**config.mk**
```make
export PLATFORM = sky130hd
export DESIGN_NAME = fp_div_seq
export DESIGN_NICKNAME = d
export VERILOG_FILES = /design/src/rtl/fp_div_seq.sv
export SDC_FILE = /design/constraint.sdc
export NUM_CORES = 1
export LEC_CHECK = 0
export CAP_MARGIN = 40
export CORE_MARGIN = 2
export CORE_UTILIZATION = 35
export CTS_CLUSTER_DIAMETER = 100
export DETAILED_ROUTE_END_ITERATION = 16
export PLACE_DENSITY = 0.65
export SETUP_SLACK_MARGIN = 0.02
export SKIP_LAST_GASP = 1
export SYNTH_ARGS = -nofsm -noshare
export SYNTH_HDL_FRONTEND = slang
export SYNTH_SLANG_ARGS = --single-unit
```
**constraint.sdc**
```tcl
create_clock -name clk -period 9.7 [get_ports clk]
set_input_delay 0.97 -clock clk [delete_from_list [all_inputs] [get_ports clk]]
set_output_delay 0.97 -clock clk [all_outputs]
set_load 0.01 [all_outputs]
```
**src/rtl/fp_div_seq.sv**
```systemverilog
// Iterative IEEE-754-style divider: one restoring-division quotient bit per clock, FTZ inputs,
// special-value handling and exception flags. Define FP_DIV_RNE_EN for round-to-nearest-even, else truncation.
module fp_div_seq #(
  parameter int EXP_W = 8,
  parameter int MAN_W = 23
) (
  input  logic                   clk,
  input  logic                   rst_n,
  input  logic                   start,
  input  logic [EXP_W+MAN_W:0]   a,
  input  logic [EXP_W+MAN_W:0]   b,
  output logic                   busy,
  output logic                   done,
  output logic [EXP_W+MAN_W:0]   result,
  output logic [3:0]             flags
);

  localparam int QW = MAN_W + 4;            // quotient bits produced
  localparam int RW = MAN_W + 2;            // remainder width
  localparam int XW = EXP_W + 2;            // signed working exponent
  localparam int CW = $clog2(QW);
`ifdef FP_DIV_RNE_EN
  localparam int QK = QW;                   // keep guard/round/sticky bits
`else
  localparam int QK = MAN_W + 2;            // only hidden bit, fraction and one spare for normalisation
`endif
  localparam logic signed [XW-1:0] BIAS = XW'((1 << (EXP_W - 1)) - 1);
  localparam logic signed [XW-1:0] EMAX = XW'((1 << EXP_W) - 1);

  typedef enum logic [2:0] {IDLE, UNPACK, DIVIDE, ROUND, DONE} state_t;

  state_t                 state;
  logic [EXP_W+MAN_W:0]   a_q, b_q;
  logic                   sign_q;
  logic signed [XW-1:0]   exp_q;
  logic [RW-1:0]          rem_q;
  logic [MAN_W:0]         div_q;
  logic [QK-1:0]          quo_q;
  logic [CW-1:0]          cnt_q;
  logic                   fin_q;
  logic [MAN_W-1:0]       frac_q;
  logic                   inv_q, dz_q, inf_q, zero_q;

  // Operand classification (zero includes flushed denormals)
  logic [EXP_W-1:0]       ea, eb;
  logic [MAN_W-1:0]       fa, fb;
  logic                   a_zero, b_zero, a_inf, b_inf, a_nan, b_nan;
  logic signed [XW-1:0]   exp_ab;

  assign ea     = a_q[EXP_W+MAN_W-1:MAN_W];
  assign eb     = b_q[EXP_W+MAN_W-1:MAN_W];
  assign fa     = a_q[MAN_W-1:0];
  assign fb     = b_q[MAN_W-1:0];
  assign a_zero = (ea == '0);
  assign b_zero = (eb == '0);
  assign a_inf  = (&ea) && (fa == '0);
  assign b_inf  = (&eb) && (fb == '0);
  assign a_nan  = (&ea) && (fa != '0);
  assign b_nan  = (&eb) && (fb != '0);
  assign exp_ab = $signed({2'b00, ea}) - $signed({2'b00, eb}) + BIAS;

  // One restoring step
  logic          ge;
  logic [RW-1:0] rem_sub;

  assign ge      = rem_q >= {1'b0, div_q};
  assign rem_sub = ge ? rem_q - {1'b0, div_q} : rem_q;

  // Normalisation and rounding
  logic [MAN_W-1:0]     frac_r;
  logic signed [XW-1:0] exp_n, exp_r;

  assign exp_n = quo_q[QK-1] ? exp_q : exp_q - XW'(1);

`ifdef FP_DIV_RNE_EN
  logic [QW-1:0]    qn;
  logic             inc;
  logic [MAN_W+1:0] mant;

  always_comb begin
    qn     = quo_q[QK-1] ? quo_q : {quo_q[QK-2:0], 1'b0};
    inc    = qn[2] & (qn[1] | qn[0] | (|rem_q) | qn[3]);
    mant   = {1'b0, qn[QW-1:3]} + (MAN_W+2)'(inc);
    // A carry out means the mantissa rolled over to 10.00..0: fraction is zero, exponent bumps
    frac_r = mant[MAN_W+1] ? mant[MAN_W:1] : mant[MAN_W-1:0];
    exp_r  = exp_n + XW'(mant[MAN_W+1]);
  end
`else
  always_comb begin
    frac_r = quo_q[QK-1] ? quo_q[QK-2:1] : quo_q[QK-3:0];
    exp_r  = exp_n;
  end
`endif

  // NOTE: only control and architecturally visible outputs are reset; the datapath registers
  // are always written before they are read, so resetting them would buy nothing.
  always_ff @(posedge clk) begin
    if (!rst_n) begin
      state  <= IDLE;
      busy   <= 1'b0;
      done   <= 1'b0;
      result <= '0;
      flags  <= '0;
    end else begin
      done <= 1'b0;
      case (state)
        IDLE, DONE: begin
          if (start) begin
            a_q   <= a;
            b_q   <= b;
            cnt_q <= '0;
            flags <= '0;
            busy  <= 1'b1;
            state <= UNPACK;
          end else begin
            state <= IDLE;
          end
        end
        UNPACK: begin
          sign_q <= a_q[EXP_W+MAN_W] ^ b_q[EXP_W+MAN_W];
          exp_q  <= exp_ab;
          rem_q  <= {2'b01, fa};
          div_q  <= {1'b1, fb};
          quo_q  <= '0;
          inv_q  <= a_nan | b_nan | (a_zero & b_zero) | (a_inf & b_inf);
          dz_q   <= b_zero & ~a_zero & ~a_inf;
          inf_q  <= a_inf;
          zero_q <= a_zero | b_inf;
          state  <= DIVIDE;
        end
        DIVIDE: begin
          rem_q <= rem_sub << 1;
          if (cnt_q < CW'(QK)) quo_q <= {quo_q[QK-2:0], ge};
          cnt_q <= cnt_q + CW'(1);
          if (cnt_q == CW'(QW - 1)) begin
            fin_q <= 1'b0;
            state <= ROUND;
          end
        end
        ROUND: begin
          if (!fin_q) begin
            frac_q <= frac_r;
            exp_q  <= exp_r;
            fin_q  <= 1'b1;
          end else begin
            if (inv_q) begin
              result <= {1'b0, {EXP_W{1'b1}}, 1'b1, {(MAN_W-1){1'b0}}};
              flags  <= 4'b1000;
            end else if (dz_q) begin
              result <= {sign_q, {EXP_W{1'b1}}, {MAN_W{1'b0}}};
              flags  <= 4'b0100;
            end else if (inf_q) begin
              result <= {sign_q, {EXP_W{1'b1}}, {MAN_W{1'b0}}};
            end else if (zero_q) begin
              result <= {sign_q, {(EXP_W+MAN_W){1'b0}}};
            end else if (exp_q >= EMAX) begin
              result <= {sign_q, {EXP_W{1'b1}}, {MAN_W{1'b0}}};
              flags  <= 4'b0010;
            end else if (exp_q[XW-1] || exp_q == '0) begin
              result <= {sign_q, {(EXP_W+MAN_W){1'b0}}};
              flags  <= 4'b0001;
            end else begin
              result <= {sign_q, exp_q[EXP_W-1:0], frac_q};
            end
            done  <= 1'b1;
            busy  <= 1'b0;
            state <= DONE;
          end
        end
        default: state <= IDLE;
      endcase
    end
  end

endmodule
```
==> impl_table.tex <==
\begin{tabular}{lr}
\hline
Metric & Value \\
\hline
\multicolumn{2}{l}{\textbf{Yosys}} \\
Count of different cell masters after synthesis & 85 \\
Total number of yosys warnings & 0 \\
Register bit count reported by yosys & roughly 220 \\
Combined area of all synthesized cells & approximately 11000 um\^{}2 \\
Register area share after synthesis & 0.590 \\
Mapped Avg Cell Area & between 10 and 15 um\^{}2 \\
Post-synth EDFFs & 181 \\
Gate count after technology mapping & approximately 870 \\
Most used flip-flop cell after synthesis & edfxtp\_1 \\
Net count of the mapped netlist & 974 \\
Fraction of synthesis flops using an asynchronous set or reset pin & 0 \\
\multicolumn{2}{l}{\textbf{Final layout}} \\
Post-layout nets & between 1000 and 1500 \\
FF+latch area & about 6300 um\^{}2 \\
Highest-count cells in the layout ignoring fill and taps & 181 x edfxtp\_1, 104 x clkdlybuf4s50\_1, 65 x nand2\_1 \\
Fill count & between 2000 and 3000 \\
Synthesis-to-finish area growth & 21.7\% \\
Multi-input gate area in the final layout & 4030 um\^{}2 \\
\# diodes & 0 \\
Most common library cell in the layout ignoring fill and taps & edfxtp\_1 \\
Share of layout cells above drive strength 1 & 0.104 \\
Final cell utilization of the core & 0.434 \\
Area of all placed cells without fillers & 12900 um\^{}2 \\
\multicolumn{2}{l}{\textbf{Timing}} \\
Minimum clock period & 3.28 ns \\
Hold violation count in the final report & 0 \\
Pins Over Slew Limit & 0 \\
Fraction of the cycle the final worst path needs & 0.338 \\
Total Negative Setup Slacks & 0 ns \\
Fmax & roughly 0.30 GHz \\
Post-layout worst setup margin & 6.42 ns \\
Worst Skew & 0.0207 ns \\
RSZ-0062 raised after global routing & no \\
Slew headroom & 0.436 \\
Number of setup violations in the final report & 0 \\
Tightest Pin Transition & about 0.84 ns \\
\multicolumn{2}{l}{\textbf{Placed design}} \\
Pre-CTS setup slack & slightly below 6 ns \\
Number of port buffers & 104 \\
Placed wire-length estimate after detailed placement & 15.7 mm \\
Placed instance area & between 10000 and 15000 um\^{}2 \\
Global placer's final weighted congestion & 0.839 \\
\multicolumn{2}{l}{\textbf{Drt}} \\
Detailed-route wire length & around 22 mm \\
Drt initial violations & between 400 and 500 \\
Via count normalized by instance count & between 5 and 6 \\
Post-route DRC & 0 \\
Total vias in the final route & $\sim$7000 \\
DRT antenna net count & 0 \\
Number of search-and-repair iterations in the first detailed-routing pass & 5 \\
Routed wire length per instance & around 16 um \\
\multicolumn{2}{l}{\textbf{Power and ir drop}} \\
Maximum ir drop on the vdd rail & 0.133 mV \\
LEAKAGE & roughly 4.6 nW \\
P per Cell Area & approximately 190 nW/um\^{}2 \\
\multicolumn{2}{l}{\textbf{Worst setup path}} \\
Critical Path AT & $\sim$3.5 ns \\
Critical path peak fanout & 30 \\
Family with the most delay on the worst path & buffers and inverters \\
Total buffers and inverters traversed by the critical path & 3 \\
Worst flop-to-flop path endpoint & rem\_q[19]\$\_DFFE\_PP\_ \\
Depth of the worst register-to-register path & 12 \\
Capturing element type of the critical path & register \\
Path length in cells of the critical path & 6 \\
Reg2reg setup slack & 6.51 ns \\
Highest-delay cell along the critical path & clkdlybuf4s50\_1 \\
Startpoint of the lowest-slack register-to-register path & rem\_q[0]\$\_SDFFCE\_PP0P\_ \\
Type of the worst setup path & in2reg \\
Maximum cell stage delay along the critical path & 1.02 ns \\
Critical path launch point type & input pin \\
Crit path cell chain & clkdlybuf4s50\_1 -> nor2b\_1 -> and2\_1 -> buf\_4 -> a21o\_1 -> buf\_16 \\
Crit path required time & approximately 9.9 ns \\
\multicolumn{2}{l}{\textbf{Global routing}} \\
First-pass GRT wire length & around 35 mm \\
All-layer global routing usage & 0.139 \\
Total overflow reported by the global router & 0 \\
Pin count of the biggest net entering global routing & between 60 and 70 \\
Antenna violations before repair & 0 \\
Vias in the first global route & just under 7000 \\
\multicolumn{2}{l}{\textbf{Hold path}} \\
Cell depth of the worst hold path & 0 \\
Worst min-delay path startpoint & b\_q[5]\$\_DFFE\_PP\_ \\
Type of the most critical hold path & reg2reg \\
Worst Hold Endpoint & div\_q[5]\$\_DFFE\_PP\_ \\
\multicolumn{2}{l}{\textbf{Clocking}} \\
\# clock sinks & 222 \\
Maximum level of the CTS H-tree & 1 \\
PostCTS Resize Cnt & 0 \\
Hold buffers post-CTS & 0 \\
CTS tree & yes \\
Clock transition at path regs & about 0.060 ns \\
Largest buffer count on any clock path & 3 \\
Total clock buffers created by CTS & 25 \\
Total setup buffers inserted after CTS & 0 \\
Skew-Pair Late Insertion Delay & about 0.53 ns \\
Master cell of the clock root buffer & clkbuf\_16 \\
\multicolumn{2}{l}{\textbf{Floorplan}} \\
Die boundary width & approximately 180 um \\
Die Outline Area & 31700 um\^{}2 \\
Number of placement rows & between 60 and 70 \\
Starting density of the core & 0.357 \\
I/O pin count & around 110 \\
Height of the die & between 150 and 200 um \\
Core Area & roughly 30000 um\^{}2 \\
\multicolumn{2}{l}{\textbf{Status}} \\
Outcome & completed \\
\multicolumn{2}{l}{\textbf{Run}} \\
Number of maximum-capacitance violations & 0 \\
\hline
\end{tabular}
-- synth_stat cells, types with 7 or more instances --
cell / number / area share
and2_1: 31 / 0.018
ha_1: 38 / 0.045
nand3_1: 13 / 0.0061
a21boi_0: 8 / 0.0057
o21a_1: 9 / 0.0064
dfxtp_1: 41 / 0.077
inv_1: 42 / 0.015
nor4_1: 17 / 0.010
xor2_1: 15 / 0.012
nand2_1: 65 / 0.023
a21oi_1: 43 / 0.020
o21ai_1: 24 / 0.011
clkbuf_1: 25 / 0.0089
nor2b_1: 9 / 0.0053
edfxtp_1: 181 / 0.51
a21o_1: 11 / 0.0078
mux2i_1: 18 / 0.017
nor2_1: 46 / 0.016
xnor2_1: 24 / 0.020
o21ai_0: 27 / 0.013
nand4_1: 7 / 0.0041
mux2_2: 23 / 0.024
a22o_1: 19 / 0.016
nor3_1: 12 / 0.0057
-- sequential cells by signal, summed over array words and instances, names as in the netlist, 3 cells and up --
name	count
state	3
exp_q	10
a_q	32
frac_q	23
div_q	23
b_q	32
result	32
rem_q	25
cnt_q	5
flags	4
quo_q	25
-- cells by family after synthesis --
logic type / count (synthesis) / synth area share
fa+ha+maj: 40 / 0.0477
xor+xnor: 39 / 0.0322
compound gates: 200 / 0.133
buf+inv: 79 / 0.0312
flops: 222 / 0.590
mux: 42 / 0.0425
simple gates: 246 / 0.124
-- cell type report --
type	count	share of cell area
Clock buffer	31	0.0550
Clock inverter	15	0.00834
Inverter	43	0.0125
Multi-Input combinational cell	567	0.312
Sequential cell	222	0.485
Tap cell	390	0.0378
Timing Repair Buffer	115	0.0892
-- layer usage --
metal / up-vias / part of all wire / global-route usage
met5: - / 0 / 0
met4: 0 / 0.013 / 0.0335
met3: 23 / 0.046 / 0.0202
met2: 160 / 0.47 / 0.235
met1: 3370 / 0.47 / 0.189
li1: 3461 / - / -
-- per-stage QoR --
stage,hold WS (ns),power [W],instances
global route,0.463,0.00258,1383
CTS,0.446,0.00249,1383
finish,0.446,0.00247,1383
floorplan,0.427,0.00145,868
global placement,0.435,0.00156,1334
detailed placement,0.435,0.00157,1337
-- worst max path at each step --
stage | from | to | slack [ns]
6_report | rst_n | rem_q[18]$_DFFE_PP_ | 6.42
5_1_grt | rst_n | rem_q[18]$_DFFE_PP_ | 6.15
4_1_cts | rst_n | rem_q[18]$_DFFE_PP_ | 6.42
3_5_place_dp | rst_n | rem_q[3]$_DFFE_PP_ | 5.88
3_3_place_gp | rst_n | rem_q[4]$_DFFE_PP_ | 5.67
2_1_floorplan | rst_n | exp_q[0]$_DFFE_PP_ | 5.60
-- where the power goes --
group          internal (W)  switching [W]  total, W  leakage (nW)
logic              0.000177       0.000222  0.000399          2.24
registers           0.00111      0.0000405   0.00115          2.00
clock network      0.000526       0.000387  0.000913         0.409
(Power assumes the default switching activity.)
